===== src/rtl/pif_i2c_master.sv =====
// Single-master I2C initiator: issues pif register writes and reads (reads use a
// repeated START), with slave clock stretching and ACK error reporting.
module pif_i2c_master #(
  parameter int CLK_DIV = 4
) (
  input  logic       xclk,
  input  logic       sys_rst,
  input  logic       cmd_start,
  input  logic       cmd_rd,
  input  logic [6:0] cmd_dev,
  input  logic [7:0] cmd_reg,
  input  logic [7:0] cmd_wdata,
  output logic       busy,
  output logic       done,
  output logic       ack_err,
  output logic [7:0] rdata,
  input  logic       scl_i,
  input  logic       sda_i,
  output logic       scl_oe,
  output logic       sda_oe
);
  localparam int DW = (CLK_DIV > 1) ? $clog2(CLK_DIV) : 1;
  localparam logic [DW-1:0] DIV_LAST = DW'(CLK_DIV - 1);

  typedef enum logic [3:0] {
    IDLE, START, TXBYTE, RXACK, RESTART, RXBYTE, TXNACK, STOP, DONE
  } state_t;

  state_t        state_q, state_d;
  logic [DW-1:0] div_q, div_d;
  logic [1:0]    qtr_q, qtr_d;
  logic [2:0]    bitCnt_q, bitCnt_d;
  logic [1:0]    byteIdx_q, byteIdx_d;
  logic [7:0]    txShift_q, txShift_d;
  logic [7:0]    rxShift_q, rxShift_d;
  logic          rd_q, rd_d;
  logic [6:0]    dev_q, dev_d;
  logic [7:0]    reg_q, reg_d;
  logic [7:0]    wdata_q, wdata_d;
  logic          nackSeen_q, nackSeen_d;
  logic          busy_q, busy_d;
  logic          done_q, done_d;
  logic          ackErr_q, ackErr_d;
  logic [7:0]    rdata_q, rdata_d;
  logic          sclOe_q, sclOe_d;
  logic          sdaOe_q, sdaOe_d;
  logic [1:0]    sclSync_q, sdaSync_q;

  logic sclS, sdaS, running, freeze, sampleEdge, bitEnd;

  assign sclS = sclSync_q[1];
  assign sdaS = sdaSync_q[1];

  // The divider holds at the start of q2 while a slave stretches SCL low.
  always_comb begin
    running    = state_q inside {START, TXBYTE, RXACK, RESTART, RXBYTE, TXNACK, STOP};
    freeze     = (state_q inside {TXBYTE, RXACK, RXBYTE, TXNACK, STOP}) &&
                 (qtr_q == 2'd2) && (div_q == '0) && !sclS;
    sampleEdge = running && (qtr_q == 2'd2) && (div_q == DIV_LAST);
    bitEnd     = running && (qtr_q == 2'd3) && (div_q == DIV_LAST);
  end

  always_comb begin
    state_d    = state_q;
    div_d      = div_q;
    qtr_d      = qtr_q;
    bitCnt_d   = bitCnt_q;
    byteIdx_d  = byteIdx_q;
    txShift_d  = txShift_q;
    rxShift_d  = rxShift_q;
    rd_d       = rd_q;
    dev_d      = dev_q;
    reg_d      = reg_q;
    wdata_d    = wdata_q;
    nackSeen_d = nackSeen_q;
    busy_d     = busy_q;
    done_d     = 1'b0;
    ackErr_d   = ackErr_q;
    rdata_d    = rdata_q;

    if (running && !freeze) begin
      if (div_q == DIV_LAST) begin
        div_d = '0;
        qtr_d = qtr_q + 2'd1;
      end else begin
        div_d = div_q + DW'(1);
      end
    end

    if (sampleEdge && state_q == RXACK) begin
      nackSeen_d = sdaS;
      if (sdaS) ackErr_d = 1'b1;
    end
    if (sampleEdge && state_q == RXBYTE) rxShift_d = {rxShift_q[6:0], sdaS};

    case (state_q)
      IDLE: if (cmd_start) begin
        state_d   = START;
        div_d     = '0;
        qtr_d     = '0;
        busy_d    = 1'b1;
        ackErr_d  = 1'b0;
        rd_d      = cmd_rd;
        dev_d     = cmd_dev;
        reg_d     = cmd_reg;
        wdata_d   = cmd_wdata;
        byteIdx_d = 2'd0;
        bitCnt_d  = 3'd7;
        txShift_d = {cmd_dev, 1'b0};
      end
      START: if (bitEnd) state_d = TXBYTE;
      TXBYTE: if (bitEnd) begin
        if (bitCnt_q == 3'd0) state_d = RXACK;
        else begin
          bitCnt_d  = bitCnt_q - 3'd1;
          txShift_d = {txShift_q[6:0], 1'b0};
        end
      end
      // A NACK on any byte skips whatever remains and closes with STOP.
      RXACK: if (bitEnd) begin
        bitCnt_d = 3'd7;
        if (nackSeen_q) state_d = STOP;
        else begin
          case (byteIdx_q)
            2'd0: begin
              state_d   = TXBYTE;
              txShift_d = reg_q;
              byteIdx_d = 2'd1;
            end
            2'd1: begin
              if (rd_q) state_d = RESTART;
              else begin
                state_d   = TXBYTE;
                txShift_d = wdata_q;
                byteIdx_d = 2'd2;
              end
            end
            default: state_d = rd_q ? RXBYTE : STOP;
          endcase
        end
      end
      RESTART: if (bitEnd) begin
        state_d   = TXBYTE;
        txShift_d = {dev_q, 1'b1};
        byteIdx_d = 2'd2;
        bitCnt_d  = 3'd7;
      end
      RXBYTE: if (bitEnd) begin
        if (bitCnt_q == 3'd0) begin
          state_d = TXNACK;
          rdata_d = rxShift_q;
        end else begin
          bitCnt_d = bitCnt_q - 3'd1;
        end
      end
      TXNACK: if (bitEnd) state_d = STOP;
      STOP:   if (bitEnd) state_d = DONE;
      DONE: begin
        state_d = IDLE;
        done_d  = 1'b1;
        busy_d  = 1'b0;
      end
      default: state_d = IDLE;
    endcase

    // Line drive derived from the next state so the pins line up with the phase.
    sclOe_d = 1'b0;
    sdaOe_d = 1'b0;
    case (state_d)
      START:                 sdaOe_d = qtr_d[1];
      TXBYTE: begin
        sclOe_d = (qtr_d == 2'd0);
        sdaOe_d = !txShift_d[7];
      end
      RXACK, RXBYTE, TXNACK: sclOe_d = (qtr_d == 2'd0);
      RESTART: begin
        sclOe_d = (qtr_d == 2'd0);
        sdaOe_d = qtr_d[1];
      end
      STOP: begin
        sclOe_d = (qtr_d == 2'd0);
        sdaOe_d = (qtr_d != 2'd3);
      end
      default: ;
    endcase
  end

  always_ff @(posedge xclk or posedge sys_rst) begin
    if (sys_rst) begin
      state_q    <= IDLE;
      div_q      <= '0;
      qtr_q      <= '0;
      bitCnt_q   <= 3'd7;
      byteIdx_q  <= '0;
      txShift_q  <= '0;
      rxShift_q  <= '0;
      rd_q       <= 1'b0;
      dev_q      <= '0;
      reg_q      <= '0;
      wdata_q    <= '0;
      nackSeen_q <= 1'b0;
      busy_q     <= 1'b0;
      done_q     <= 1'b0;
      ackErr_q   <= 1'b0;
      rdata_q    <= '0;
      sclOe_q    <= 1'b0;
      sdaOe_q    <= 1'b0;
      sclSync_q  <= 2'b11;
      sdaSync_q  <= 2'b11;
    end else begin
      state_q    <= state_d;
      div_q      <= div_d;
      qtr_q      <= qtr_d;
      bitCnt_q   <= bitCnt_d;
      byteIdx_q  <= byteIdx_d;
      txShift_q  <= txShift_d;
      rxShift_q  <= rxShift_d;
      rd_q       <= rd_d;
      dev_q      <= dev_d;
      reg_q      <= reg_d;
      wdata_q    <= wdata_d;
      nackSeen_q <= nackSeen_d;
      busy_q     <= busy_d;
      done_q     <= done_d;
      ackErr_q   <= ackErr_d;
      rdata_q    <= rdata_d;
      sclOe_q    <= sclOe_d;
      sdaOe_q    <= sdaOe_d;
      sclSync_q  <= {sclSync_q[0], scl_i};
      sdaSync_q  <= {sdaSync_q[0], sda_i};
    end
  end

  assign busy    = busy_q;
  assign done    = done_q;
  assign ack_err = ackErr_q;
  assign rdata   = rdata_q;
  assign scl_oe  = sclOe_q;
  assign sda_oe  = sdaOe_q;
endmodule


===== config.mk =====
export PLATFORM = sky130hd
export DESIGN_NAME = pif_i2c_master
export DESIGN_NICKNAME = d
export VERILOG_FILES = /design/src/rtl/pif_i2c_master.sv
export SDC_FILE = /design/constraint.sdc
export NUM_CORES = 1
export LEC_CHECK = 0
export BUFFER_PORTS_ARGS = -buffer_cell sky130_fd_sc_hd__buf_2
export CAP_MARGIN = 10
export CORE_MARGIN = 2
export CORE_UTILIZATION = 60
export CTS_BUF_LIST = sky130_fd_sc_hd__clkbuf_8
export DETAILED_ROUTE_END_ITERATION = 8
export PLACE_DENSITY = 0.82
export SYNTH_ARGS = -nofsm -noshare
export SYNTH_HDL_FRONTEND = slang
export SYNTH_SLANG_ARGS = --single-unit

===== constraint.sdc =====
create_clock -name xclk -period 3.2 [get_ports xclk]
set_input_delay 0.64 -clock xclk [delete_from_list [all_inputs] [get_ports xclk]]
set_output_delay 0.64 -clock xclk [all_outputs]
set_load 0.01 [all_outputs]

==> reports/qor.json <==
{
  "synthesis.yosys.warnings": {"value": 0},
  "global_route_wire_length_before_repair": {"value": 13.2, "unit": "mm"},
  "endpoint_kind": {"value": "flip-flop"},
  "yosys-top-cells-area": {"value": "sky130_fd_sc_hd__dfrtp_1 45%, sky130_fd_sc_hd__nand2_1 10%, sky130_fd_sc_hd__mux2_2 5.4%"},
  "dp_hpwl": {"value": 5.44, "unit": "mm"},
  "ys_ff_latch": {"value": 71},
  "power.ir.vdd_worst": {"value": 0.000491, "unit": "V"},
  "max_stage_delay": {"value": 0.72, "unit": "ns"},
  "worstHoldPathType": {"value": "in -> async"},
  "iter_0_drt_violations": {"value": 203},
  "n_fill_cell": {"value": 447},
  "layout_min_cycle_time": {"value": 2.50, "unit": "ns"},
  "buf_inv_on_cp": {"value": 0},
  "status": {"value": "finished, final reports clean"},
  "grt_pass1_vias": {"value": 2819},
  "worstPathCellList": {"value": "or3_4 > nand4_1 > o31a_1 > nor2_1 > nand2_1 > o22a_1 > mux2i_1"},
  "power_leakage": {"value": 1.96, "unit": "nW"},
  "clock-skew-final": {"value": 0.0111, "unit": "ns"},
  "grt_max_degree": {"value": 34},
  "maxCapViolCount": {"value": 0},
  "firstDrtPassIters": {"value": 6},
  "drcViolationCount": {"value": 0},
  "cts_repair_resize_count": {"value": 0},
  "final-setup-viol-count": {"value": 0},
  "final-instance-count-excl-fill": {"value": 490},
  "dieArea": {"value": 6520, "unit": "µm²"},
  "post_route_cells_drive_above_1_share": {"value": 23.4, "unit": "%"},
  "io_pins": {"value": 42},
  "die_outline_height": {"value": 80.7, "unit": "µm"},
  "final_core_util": {"value": 70.3, "unit": "%"},
  "synth_area_per_cell": {"value": 9.42, "unit": "µm²"},
  "fin_tns_setup": {"value": 0, "unit": "ns"},
  "layout-area-overhead-vs-synth": {"value": 11.6, "unit": "%"},
  "drt-total-wl": {"value": 7.59, "unit": "mm"},
  "timing.critical_path.required": {"value": 3.47, "unit": "ns"},
  "timing_hold_violations_final": {"value": 0},
  "cp_data_arrival_time": {"value": 2.76, "unit": "ns"},
  "via_count": {"value": 2830},
  "cp_max_fo": {"value": 21},
  "port-buffer-count": {"value": 41},
  "cts-htree-levels": {"value": 3},
  "synth_seq_area_share": {"value": 50.5, "unit": "%"},
  "clock_sink_count": {"value": 71},
  "start_util": {"value": 63.0, "unit": "%"},
  "number_of_antenna_violating_nets_in_the_routed_design": {"value": 0},
  "grt_overflow": {"value": 0},
  "groute.usage.overall": {"value": 26.7, "unit": "%"},
  "crit_path_top_delay_cell": {"value": "sky130_fd_sc_hd__dfrtp_1"},
  "layout_worst_path_cycle_share": {"value": 78.0, "unit": "%"},
  "grt_antenna_before_repair": {"value": 0},
  "worst_skew_pair.late_latency": {"value": 0.34, "unit": "ns"},
  "synth_top_cell_area_share": {"value": 45.3, "unit": "%"},
  "post_placement_cell_count": {"value": 474},
  "cts-buffers-inserted": {"value": 9},
  "path_clk_slew": {"value": 0.08, "unit": "ns"},
  "dieWidth": {"value": 80.7, "unit": "µm"},
  "finalHoldWorstSlack": {"value": 0.240, "unit": "ns"},
  "timing_max_transition_violations_final": {"value": 0},
  "slew_headroom": {"value": 55.1, "unit": "%"},
  "antennaDiodeCount": {"value": 0},
  "rows": {"value": 27},
  "ctsLongestPathBuffers": {"value": 2},
  "cts_hold_repair.buffers": {"value": 0},
  "maxClockFrequency": {"value": 401, "unit": "MHz"},
  "path_class": {"value": "reg -> reg"},
  "timing_worst_slew_pin_value": {"value": 0.669, "unit": "ns"},
  "core-area": {"value": 5610, "unit": "µm²"},
  "synthesis.nets": {"value": 410},
  "syn-instance-count": {"value": 375},
  "synthDominantAreaCellType": {"value": "sky130_fd_sc_hd__dfrtp_1"},
  "clock_tree.root_cell": {"value": "sky130_fd_sc_hd__clkbuf_8"},
  "nets": {"value": 448},
  "via_per_inst": {"value": 5.78},
  "start_kind": {"value": "flip-flop"},
  "power.density": {"value": 825, "unit": "nW/µm²"},
  "wire_per_inst": {"value": 15.5, "unit": "µm"},
  "post-cts-setup-buffer-count": {"value": 0},
  "synth_cell_type_count": {"value": 54},
  "tritoncts": {"value": "built"},
  "ys.flop_type": {"value": "sky130_fd_sc_hd__dfrtp_1"},
  "asyncSetResetFlopFracSynth": {"value": 100, "unit": "%"},
  "cp_top_family": {"value": "simple AND/OR/NAND/NOR gates"},
  "synth_edf_count": {"value": 0},
  "grt_setup_unrepaired": {"value": "no"},
  "globalplace.congestion": {"value": 0.908},
  "mappedNetlistArea": {"value": 3530, "unit": "µm²"}
}
## registers in the layout, indices dropped and copies added (netlist names), 2 cells and up
signal / cells
wdata_q: 8
reg_q: 8
rdata: 8
byteIdx_q: 2
txShift_q: 8
div_q: 2
sdaSync_q: 2
rxShift_q: 8
sclSync_q: 2
dev_q: 7
state_q: 4
qtr_q: 2
bitCnt_q: 3
## Yosys cell counts (6+ instances only)
cell / instances
sky130_fd_sc_hd__a21oi_1: 23
sky130_fd_sc_hd__buf_2: 6
sky130_fd_sc_hd__clkbuf_1: 11
sky130_fd_sc_hd__dfrtp_1: 64
sky130_fd_sc_hd__dfstp_2: 7
sky130_fd_sc_hd__ha_1: 6
sky130_fd_sc_hd__inv_1: 10
sky130_fd_sc_hd__mux2_2: 17
sky130_fd_sc_hd__nand2_1: 95
sky130_fd_sc_hd__nand4_1: 9
sky130_fd_sc_hd__nor2_1: 27
sky130_fd_sc_hd__nor2b_1: 12
sky130_fd_sc_hd__nor3_1: 10
sky130_fd_sc_hd__o21ai_0: 9
## cells in the final DEF (no fill, tap or decap), drive strengths merged, types with 2 or more instances in the layout
cell type / n
clkinvlp: 2
and3: 4
nor3: 11
and2: 2
nor2: 27
mux2: 17
a22oi: 2
buf: 47
o31a: 3
a31o: 2
ha: 6
o21ai: 10
o21a: 4
nand2: 95
a21o: 2
inv: 11
mux2i: 5
nand2b: 4
nand4: 9
and4: 2
a21oi: 23
nor2b: 12
a31oi: 5
clkbuf: 9
dfstp: 7
dfrtp: 64
nor4: 2
nand3: 5
o31ai: 3
clkinv: 5
## worst register-to-register path: cells and delay by family, from the launching register on
family	cells	cell delay, ns
muxes	1	0.13
DFF	1	0.72
and+or+nand+nor	4	0.93
AOI/OAI and AO/OA	2	0.64
## metal layers
layer | up-vias | share of wire (%) | global-route usage [%]
met3 | 12 | 5.6 | 4.27
met1 | 1372 | 44 | 36.2
met5 | - | 0 | 0
met4 | 0 | 1.7 | 10.8
met2 | 83 | 49 | 43.2
li1 | 1363 | - | -
## metrics by stage
stage	power [mW]	area (µm²)	worst slack (ns)
global placement	2.57	3770	0.826
finish	3.25	3940	0.704
CTS	3.26	3940	0.749
detailed placement	2.63	3770	0.750
global route	3.50	3940	0.509
floorplan	2.37	3530	0.775
## cells by family after synthesis
group	synth area share, %
mux	6.84
xor+xnor	0.248
simple gates	24.3
fa+ha+maj	2.13
flops	50.5
compound gates	11.9
buf+inv	4.04
## worst paths after layout
check | startpoint | to | slack (ns) | depth (start not counted)
min | sys_rst | rxShift_q[4]$_DFFE_PP0P_ | 0.24 | 2
min reg2reg | sdaSync_q[0]$_DFF_PP1_ | sdaSync_q[1]$_DFF_PP1_ | 0.36 | 0
min in group xclk | sdaSync_q[0]$_DFF_PP1_ | sdaSync_q[1]$_DFF_PP1_ | 0.36 | 0
max in group asynchronous | sys_rst | bitCnt_q[1]$_DFFE_PP1P_ | 2.18 | 3
max | state_q[1]$_DFF_PP0_ | sda_oe$_DFF_PP0_ | 0.70 | 7
max reg2reg | state_q[1]$_DFF_PP0_ | sda_oe$_DFF_PP0_ | 0.70 | 7
## report_power, final
group	leakage (nW)	switching (mW)	internal, mW
sequential	0.907	0.264	1.17
combinational	0.966	0.685	0.507
clock	0.0854	0.342	0.280
## area by class of cell
class | instances | area [µm²] | area share, %
sequential | 71 | 1790 | 45.3
tap | 72 | 90.1 | 2.28
inverter | 11 | 41.3 | 1.05
clock buffer | 9 | 124 | 3.14
timing repair buffer | 47 | 250 | 6.35
clock inverter | 7 | 47.5 | 1.21
multi-input combinational | 273 | 1600 | 40.7
No activity file was read; power rests on OpenSTA's default activity.
